File: src/rtl/decode.sv
// ---------------------------------------------------------------------------
// decode -- RV32I instruction decode stage with a single registered output
// bundle and valid/ready handshaking on both sides.
//
// An instruction word from fetch is accepted when it is presented, the stage
// is ready and no flush is pending. The decoded fields appear one cycle later
// and stay stable until the execute stage takes them. There is no skid
// buffer: a word offered while o_ready is low is simply dropped, and fetch is
// expected to hold back via the stall line.
//
// Ports
//   i_clk, i_rst            clock, synchronous active-low reset
//   i_clk_en                global clock enable (reset still wins)
//   i_valid, i_inst, i_pc   instruction word and its PC from fetch
//   i_stall                 stall-unit request, blocks acceptance
//   i_flush                 redirect, drops the held bundle and the input word
//   o_ready                 stage can accept an instruction this cycle
//   i_ready                 execute stage takes the bundle this cycle
//   o_valid, o_pc           bundle valid flag and instruction PC
//   o_opcode/funct3/funct7  raw instruction fields
//   o_rd/o_rs1/o_rs2        register indices (rs1/rs2 zeroed when unused)
//   o_rd_we/rs1_en/rs2_en   register write and read enables
//   o_imm                   sign-extended immediate (0 for R-type/illegal)
//   o_illegal               word is not a legal RV32I instruction
// ---------------------------------------------------------------------------
module decode #(
    parameter int AW = 32
) (
    input  logic          i_clk,
    input  logic          i_rst,
    input  logic          i_clk_en,
    input  logic          i_valid,
    input  logic [31:0]   i_inst,
    input  logic [AW-1:0] i_pc,
    input  logic          i_stall,
    input  logic          i_flush,
    output logic          o_ready,
    input  logic          i_ready,
    output logic          o_valid,
    output logic [AW-1:0] o_pc,
    output logic [6:0]    o_opcode,
    output logic [2:0]    o_funct3,
    output logic [6:0]    o_funct7,
    output logic [4:0]    o_rd,
    output logic [4:0]    o_rs1,
    output logic [4:0]    o_rs2,
    output logic          o_rd_we,
    output logic          o_rs1_en,
    output logic          o_rs2_en,
    output logic [31:0]   o_imm,
    output logic          o_illegal
);

    typedef enum logic [2:0] {
        FMT_R,
        FMT_I,
        FMT_S,
        FMT_B,
        FMT_U,
        FMT_J
    } fmt_e;

    localparam logic [6:0] OPC_LUI    = 7'b0110111;
    localparam logic [6:0] OPC_AUIPC  = 7'b0010111;
    localparam logic [6:0] OPC_JAL    = 7'b1101111;
    localparam logic [6:0] OPC_JALR   = 7'b1100111;
    localparam logic [6:0] OPC_BRANCH = 7'b1100011;
    localparam logic [6:0] OPC_LOAD   = 7'b0000011;
    localparam logic [6:0] OPC_STORE  = 7'b0100011;
    localparam logic [6:0] OPC_OPIMM  = 7'b0010011;
    localparam logic [6:0] OPC_OP     = 7'b0110011;
    localparam logic [6:0] OPC_MISC   = 7'b0001111;
    localparam logic [6:0] OPC_SYSTEM = 7'b1110011;

    logic [6:0] opcode;
    logic [2:0] funct3;
    logic [6:0] funct7;
    logic [4:0] rd_idx;

    assign opcode = i_inst[6:0];
    assign funct3 = i_inst[14:12];
    assign funct7 = i_inst[31:25];
    assign rd_idx = i_inst[11:7];

    // Classify the word: format, which register ports it uses and whether
    // the opcode/funct combination exists. Every listed opcode ends in 2'b11,
    // so compressed-space words fall through to the illegal default.
    fmt_e fmt;
    logic dec_legal;
    logic dec_rs1;
    logic dec_rs2;
    logic dec_wr;

    always_comb begin
        fmt       = FMT_R;
        dec_legal = 1'b0;
        dec_rs1   = 1'b0;
        dec_rs2   = 1'b0;
        dec_wr    = 1'b0;
        case (opcode)
            OPC_LUI, OPC_AUIPC: begin
                fmt = FMT_U; dec_legal = 1'b1; dec_wr = 1'b1;
            end
            OPC_JAL: begin
                fmt = FMT_J; dec_legal = 1'b1; dec_wr = 1'b1;
            end
            OPC_JALR: begin
                fmt = FMT_I; dec_legal = (funct3 == 3'b000);
                dec_rs1 = 1'b1; dec_wr = 1'b1;
            end
            OPC_BRANCH: begin
                fmt = FMT_B; dec_legal = (funct3[2:1] != 2'b01);
                dec_rs1 = 1'b1; dec_rs2 = 1'b1;
            end
            OPC_LOAD: begin
                fmt = FMT_I;
                dec_legal = !(funct3 == 3'b011 || funct3[2:1] == 2'b11);
                dec_rs1 = 1'b1; dec_wr = 1'b1;
            end
            OPC_STORE: begin
                fmt = FMT_S; dec_legal = (funct3 < 3'b011);
                dec_rs1 = 1'b1; dec_rs2 = 1'b1;
            end
            OPC_OPIMM: begin
                fmt = FMT_I;
                // Shift-immediates reuse the funct7 slot of the immediate.
                if (funct3 == 3'b001)
                    dec_legal = (funct7 == 7'b0000000);
                else if (funct3 == 3'b101)
                    dec_legal = (funct7 == 7'b0000000) || (funct7 == 7'b0100000);
                else
                    dec_legal = 1'b1;
                dec_rs1 = 1'b1; dec_wr = 1'b1;
            end
            OPC_OP: begin
                fmt = FMT_R;
                dec_legal = (funct7 == 7'b0000000) ||
                            ((funct7 == 7'b0100000) &&
                             (funct3 == 3'b000 || funct3 == 3'b101));
                dec_rs1 = 1'b1; dec_rs2 = 1'b1; dec_wr = 1'b1;
            end
            OPC_MISC, OPC_SYSTEM: begin
                fmt = FMT_I; dec_legal = 1'b1;
            end
            default: begin
                dec_legal = 1'b0;
            end
        endcase
    end

    // Immediate assembly per format; zero for R-type and illegal words.
    logic [31:0] dec_imm;

    always_comb begin
        dec_imm = 32'd0;
        if (dec_legal) begin
            case (fmt)
                FMT_I:   dec_imm = {{20{i_inst[31]}}, i_inst[31:20]};
                FMT_S:   dec_imm = {{20{i_inst[31]}}, i_inst[31:25], i_inst[11:7]};
                FMT_B:   dec_imm = {{19{i_inst[31]}}, i_inst[31], i_inst[7],
                                    i_inst[30:25], i_inst[11:8], 1'b0};
                FMT_U:   dec_imm = {i_inst[31:12], 12'd0};
                FMT_J:   dec_imm = {{11{i_inst[31]}}, i_inst[31], i_inst[19:12],
                                    i_inst[20], i_inst[30:21], 1'b0};
                default: dec_imm = 32'd0;
            endcase
        end
    end

    // Handshake. The bundle register is free when empty or being drained.
    logic accept;

    assign o_ready = !i_stall && (!o_valid || i_ready);
    assign accept  = i_clk_en && i_valid && o_ready && !i_flush;

    logic          valid_d,   valid_q;
    logic [AW-1:0] pc_d,      pc_q;
    logic [6:0]    opcode_d,  opcode_q;
    logic [2:0]    funct3_d,  funct3_q;
    logic [6:0]    funct7_d,  funct7_q;
    logic [4:0]    rd_d,      rd_q;
    logic [4:0]    rs1_d,     rs1_q;
    logic [4:0]    rs2_d,     rs2_q;
    logic          rd_we_d,   rd_we_q;
    logic          rs1_en_d,  rs1_en_q;
    logic          rs2_en_d,  rs2_en_q;
    logic [31:0]   imm_d,     imm_q;
    logic          illegal_d, illegal_q;

    // Flush beats accept, accept beats drain; otherwise the bundle holds.
    // Fields are only reloaded on accept, so a drained bundle keeps stale data.
    always_comb begin
        valid_d   = valid_q;
        pc_d      = pc_q;
        opcode_d  = opcode_q;
        funct3_d  = funct3_q;
        funct7_d  = funct7_q;
        rd_d      = rd_q;
        rs1_d     = rs1_q;
        rs2_d     = rs2_q;
        rd_we_d   = rd_we_q;
        rs1_en_d  = rs1_en_q;
        rs2_en_d  = rs2_en_q;
        imm_d     = imm_q;
        illegal_d = illegal_q;
        if (i_clk_en) begin
            if (i_flush) begin
                valid_d = 1'b0;
            end else if (accept) begin
                valid_d   = 1'b1;
                pc_d      = i_pc;
                opcode_d  = opcode;
                funct3_d  = funct3;
                funct7_d  = funct7;
                rd_d      = rd_idx;
                rs1_en_d  = dec_legal && dec_rs1;
                rs2_en_d  = dec_legal && dec_rs2;
                rs1_d     = (dec_legal && dec_rs1) ? i_inst[19:15] : 5'd0;
                rs2_d     = (dec_legal && dec_rs2) ? i_inst[24:20] : 5'd0;
                rd_we_d   = dec_legal && dec_wr && (rd_idx != 5'd0);
                imm_d     = dec_imm;
                illegal_d = !dec_legal;
            end else if (o_valid && i_ready) begin
                valid_d = 1'b0;
            end
        end
    end

    always_ff @(posedge i_clk) begin
        if (!i_rst) begin
            valid_q   <= 1'b0;
            pc_q      <= '0;
            opcode_q  <= 7'd0;
            funct3_q  <= 3'd0;
            funct7_q  <= 7'd0;
            rd_q      <= 5'd0;
            rs1_q     <= 5'd0;
            rs2_q     <= 5'd0;
            rd_we_q   <= 1'b0;
            rs1_en_q  <= 1'b0;
            rs2_en_q  <= 1'b0;
            imm_q     <= 32'd0;
            illegal_q <= 1'b0;
        end else begin
            valid_q   <= valid_d;
            pc_q      <= pc_d;
            opcode_q  <= opcode_d;
            funct3_q  <= funct3_d;
            funct7_q  <= funct7_d;
            rd_q      <= rd_d;
            rs1_q     <= rs1_d;
            rs2_q     <= rs2_d;
            rd_we_q   <= rd_we_d;
            rs1_en_q  <= rs1_en_d;
            rs2_en_q  <= rs2_en_d;
            imm_q     <= imm_d;
            illegal_q <= illegal_d;
        end
    end

    assign o_valid   = valid_q;
    assign o_pc      = pc_q;
    assign o_opcode  = opcode_q;
    assign o_funct3  = funct3_q;
    assign o_funct7  = funct7_q;
    assign o_rd      = rd_q;
    assign o_rs1     = rs1_q;
    assign o_rs2     = rs2_q;
    assign o_rd_we   = rd_we_q;
    assign o_rs1_en  = rs1_en_q;
    assign o_rs2_en  = rs2_en_q;
    assign o_imm     = imm_q;
    assign o_illegal = illegal_q;

endmodule

File: config.mk
export PLATFORM = sky130hd
export DESIGN_NAME = decode
export DESIGN_NICKNAME = d
export VERILOG_FILES = /design/src/rtl/decode.sv
export SDC_FILE = /design/constraint.sdc
export NUM_CORES = 1
export LEC_CHECK = 0
export BUFFER_PORTS_ARGS = -buffer_cell sky130_fd_sc_hd__buf_2
export CAP_MARGIN = 25
export CORE_MARGIN = 5
export CORE_UTILIZATION = 48
export DETAILED_ROUTE_END_ITERATION = 8
export PLACE_DENSITY = 0.8
export SLEW_MARGIN = 20
export SYNTH_ARGS = -nofsm -noshare
export SYNTH_HDL_FRONTEND = slang
export SYNTH_SLANG_ARGS = --single-unit
File: constraint.sdc
create_clock -name i_clk -period 2.5 [get_ports i_clk]
set_clock_uncertainty 0.1 [all_clocks]
set_input_delay 0.5 -clock i_clk [delete_from_list [all_inputs] [get_ports i_clk]]
set_output_delay 0.5 -clock i_clk [all_outputs]
set_load 0.02 [all_outputs]
======== After elaboration in Yosys (flattened, before gate mapping) ========
Index checks and enable logic that the tools add are counted.
Widths: inputs -> output; s select.
word-level totals
  bits in registers ....................... 101
  output and inout bits ................... 102
  input port bits ......................... 71
  logic and storage cells ................. 83
cells by class
  equal/unequal tests ..................... 22
  multiplexer cells ....................... 14
  bitwise operators ....................... 1
  reduce and logical (&&, ||, !) cells .... 32
  magnitude comparators ................... 1
operators by type and width
  kind                count
  $pmux 32 s5         1
  $mux 32             1
  $eq 7x6->1 const B  4
  $eq 7x7->1 const B  4
  $pmux 3 s5          1
  $eq 7x5->1 const B  2
  $logic_and 1x1->1   10
  $mux 5              2
  $reduce_or 5->1     2
  $eq 3x2->1 const B  3
  $eq 3x3->1 const B  3
  $mux 1              8
  $eq 7x2->1 const B  1
  $eq 7x4->1 const B  1
  $logic_not 7->1     1
  $pmux 1 s7          1
  $reduce_or 7->1     1
  $eq 3x1->1 const B  2
  $reduce_or 6->1     1
  $logic_not 1->1     5
  $logic_or 1x1->1    5
  $reduce_bool 5->1   1
  $logic_not 3->1     1
  $lt 3x2->1 const B  1
  8 further kinds     8

======== Logic depth before layout (Yosys ltp) ========
  depth after elaboration ................. 7
  gate-level depth with buffers ........... 7
  gate-level depth less buffers ........... 5

======== Least setup slack after synthesis ========
OpenSTA, ideal clock, no wires.
  kind .................................... input to register
  from .................................... in i_inst[5]
  to ...................................... reg imm_q[0], in the netlist o_imm[0]
  library setup time ...................... 123 ps
  data arrival time ....................... 2023 ps
  path buffers ............................ 2
  cell stages on the path ................. 7
  data required time ...................... 2277 ps
  path slack .............................. 254 ps
  cells stage by stage .................... buf_2 -> and2_0 -> a221oi_1 -> nor3b_1 -> a221oi_2 -> clkbuf_2 -> o21ai_0
on the way
  word-level cells in the longest chain between the ends .. 6
  elaborated cells between the ends (all ways) .. 23
  classes of those cells .................. eq/ne (16); mux (4); reduce/logical (3)
RTL lines
  item                                                                 RTL line  text
  from (decl)                                                          33        input logic [31:0] i_inst,
  $eq 7x5->1, or another cell as far along                             100       case (opcode)
  $reduce_or 5->1 (no line) / $reduce_or 2->1 (equally long branches)  -
  $pmux 3 s5                                                           100
  $eq 3x3->1, or another cell as far along                             157       case (fmt)
  $pmux 32 s5                                                          157
  $mux 32 (*)                                                          156       if (dec_legal) begin
  to (signal assigned)                                                 256       imm_q <= imm_d;
  to (decl)                                                            187       logic [31:0] imm_d, imm_q;
Every way passes the cells marked *; elsewhere a longest branch is shown, timed or not.
A chain may end at the register's enable or synchronous reset.

======== Worst setup path in the final report ========
  from .................................... in i_inst[25]
  to ...................................... reg imm_q[13], in the netlist o_imm[13]
on the way
  word-level cells in the longest chain between the ends .. 6
  elaborated cells between the ends (all ways) .. 9
  classes of those cells .................. eq/ne (1); mux (4); reduce/logical (4)
RTL lines
  item                                                  RTL line  text
  $eq 7x6->1 / $logic_not 7->1 (equally long branches)  -
  $logic_or 1x1->1                                      130       dec_legal = (funct7 == 7'b0000000) || (funct7 == 7'b0100000);
  $mux 1                                                129       else if (funct3 == 3'b101)
  $mux 1                                                127       if (funct3 == 3'b001)
  $pmux 1 s7 (*)                                        100
  $mux 32 (*)                                           156
Marks and branches as above.

==> impl_metrics.yaml <==
cts:
  cts-root-buf: "clkbuf_8"
  cts_hold_buf: 0
  cts_tree: "built"
  cts_buffer_depth: 2
  htreeDepth: 3
  cts_resized: 0
  clkTransAtPathRegs_ns: 0.10
  clock_sinks: 101
  cts_setup_buffers: 0
  clk_latency_ns: 0.34
  cts_made_buffers: 9
yosys:
  ys_types: 50
  synth.avg_cell_area_um2: 7.76
  synthArstFlopShare_pct: 0
  yosysSeqAreaShare_pct: 48.8
  synth_area_um2: 4140
  ys.flop_type: "dfxtp_1"
  synth_warnings: 0
  synth_nets: 605
  synth_edf_count: 0
  synthCells: 534
  ys_ff_latch: 101
sta:
  maxSlewViolCount: 0
  tightest_slew_ns: 0.914
  maxSlewHeadroom_pct: 38.6
  fmax_mhz: 465
  setup_viol: 0
  grt_setup_unrepaired: "no"
  whs_ns: 0.274
  layout_setup_ws_ns: 0.350
  hold_viol_final: 0
  fin_crit_sh_pct: 86.0
  fin_crit_ns: 2.15
critical_path:
  max_stage_delay_ns: 0.57
  cp-end-kind: "flop"
  worst-path-max-fanout: 44
  cp_slowest_cell: "or4_1"
  cp_cell_sequence: "buf_2 -> or4_1 -> o32a_1 -> nor4_4 -> a221oi_4 -> buf_12 -> o31ai_1"
  crit_type: "input pin to flop"
  crit_family: "simple AND/OR/NAND/NOR gates"
  crit_buf_inv: 2
  critPathLaunchType: "input pin"
  critPathArrivalTime_ns: 2.31
  critPathRequiredTime_ns: 2.66
power_and_ir_drop:
  p_per_area_nw_per_um2: 576
  power_frac_clock_pct: 36.7
  vdd_drop_max_mv: 0.339
  p_seq_share_pct: 53.0
  p_int_mw: 2.31
  switching_share_pct: 25.1
  leakage_nw: 2.32
  combPwrFrac_pct: 10.3
  switching_power_mw: 0.773
global_route:
  globalRouteTotalUtil_pct: 22.5
  grt_pass1_vias: 4001
  grt_max_degree: 57
  grt_pass1_wl_mm: 19.2
  gr-total-overflow: 0
  antenna_found_initial: 0
finish:
  syn2layout_area_growth_pct: 29.4
  drive_gt1_share_pct: 31.0
  fillers: 722
  seq_area_um2: 2020
  fin_util_pct: 64.6
  diodes: 0
  multiInputGateArea_um2: 1940
  fin_nets: 766
floorplan:
  io-pin-count: 173
  rows: 33
  die_width_um: 103
  initial_core_util_pct: 49.9
  dieArea_um2: 10600
  core_area_um2: 8300
  fp.dieH_um: 103
routing:
  dr.pass1.iters: 5
  wl_per_cell_um: 15.2
  vias: 4242
  viasPerCell: 5.27
  drc: 0
  ant_nets: 0
  drt_iter0_drc: 178
  routed_wl_mm: 12.2
run:
  maxCapViolCount: 0
placement:
  io_buffers: 172
  pre_cts_ws_ns: -0.00991
  place_congestion: 0.897
  dp_hpwl_mm: 9.30
outcome:
  status: "finished, final reports clean"
min_path:
  hold_path.class: "input pin to flop"
[worst reg2reg max path: cells and delay by family (launching register included)]
| kind | cells | cell delay [ns] |
|---|---|---|
| AOI/OAI and AO/OA | 4 | 1.28 |
| buffers and inverters | 1 | 0.21 |
| DFF | 1 | 0.39 |
[routing by layer]
layer / vias to the layer above / wire length, um / GRT usage, %
li1: 2134 / - / -
met1: 1949 / 4880 / 28.1
met2: 139 / 6240 / 39.0
met3: 20 / 825 / 3.04
met4: 0 / 297 / 9.56
met5: - / 0 / 0
[stage by stage]
stage	instances	power [mW]	instance area [um^2]	setup TNS, ns
after floorplan	534	1.85	4140	0
after global placement	789	1.98	5130	0
after detailed placement	789	1.99	5130	-0.0196
after CTS	805	3.11	5360	0
after global routing	805	3.21	5360	0
final	805	3.09	5360	0
[power groups by stage]
stage	registers (mW)	clock network, mW	logic (mW)
after floorplan	1.70	0	0.148
after global placement	1.67	0	0.309
after detailed placement	1.67	0	0.315
after CTS	1.64	1.16	0.316
after global routing	1.64	1.22	0.349
final	1.64	1.13	0.317
[registers in the layout, summed over array words and instances (netlist names)]
signal / flops
o_funct3: 3
o_funct7: 7
o_illegal: 1
o_imm: 32
o_opcode: 7
o_pc: 32
o_rd: 5
o_rd_we: 1
o_rs1: 5
o_rs1_en: 1
o_rs2: 5
o_rs2_en: 1
o_valid: 1
[cells in the mapped netlist (2+ instances only)]
library cell  count  area [um^2]
mux2i_1           2         20.0
and3_1            5         31.3
o31ai_1          10         75.1
a21boi_0          2         15.0
o21ai_0          44          220
inv_1             6         22.5
nor2b_1           6         37.5
or2_2             2         12.5
o32a_1            2         20.0
nor3b_1           2         15.0
clkbuf_2          3         15.0
buf_2             4         20.0
a31oi_1           2         12.5
or4_1             2         15.0
nor3_1            4         20.0
buf_6             2         22.5
nor2_1           12         45.0
dfxtp_1         101         2020
buf_1             4         15.0
clkbuf_1         27          101
a221oi_1          2         17.5
nand3_1           8         40.0
nand2_1         169          634
a21oi_1          81          405
a22oi_1           5         37.5
nand3b_1          3         22.5
[cell families (layout without fill, tap and decap cells)]
group	after synthesis	after routing	share of synthesized area, %
muxes	2	2	0.483
DFF	101	101	48.8
xor gates and xnor gates	1	1	0.212
buffers and inverters	47	213	4.92
AOI/OAI and AO/OA	162	162	22.7
and+or+nand+nor	221	221	22.9
[layout by cell type (no fill, tap or decap), types with 3 or more instances in the layout]
cell      synthesis  final
a21oi_1          81     81
a22oi_1           5      5
and3_1            5      5
buf_2             4    172
buf_4             1     18
clkbuf_8          0      9
dfxtp_1         101    101
inv_1             6      5
nand2_1         169    169
nand3_1           8      8
nand3b_1          3      3
nor2_1           12     11
nor2b_1           6      6
nor3_1            4      4
o21ai_0          44     44
o31ai_1          10     10
[layout make-up]
| cell class | instances | area share [%] |
|---|---|---|
| sequential | 101 | 37.7 |
| multi-input combinational | 386 | 36.3 |
| timing repair buffer | 191 | 19.0 |
| tap | 105 | 2.45 |
| clock buffer | 9 | 2.31 |
| clock inverter | 7 | 1.84 |
| inverter | 6 | 0.420 |
[path summary, 6_finish.rpt]
check / start / end / slack (ns) / depth (start not counted)
min: i_pc[22] / o_pc[22] / 0.27 / 3
max reg2reg: o_valid / o_imm[13] / 0.43 / 5
min reg2reg: o_pc[11] / o_pc[11] / 0.36 / 2
max: i_inst[25] / o_imm[13] / 0.35 / 7
Power figures use the tool's default switching activity.
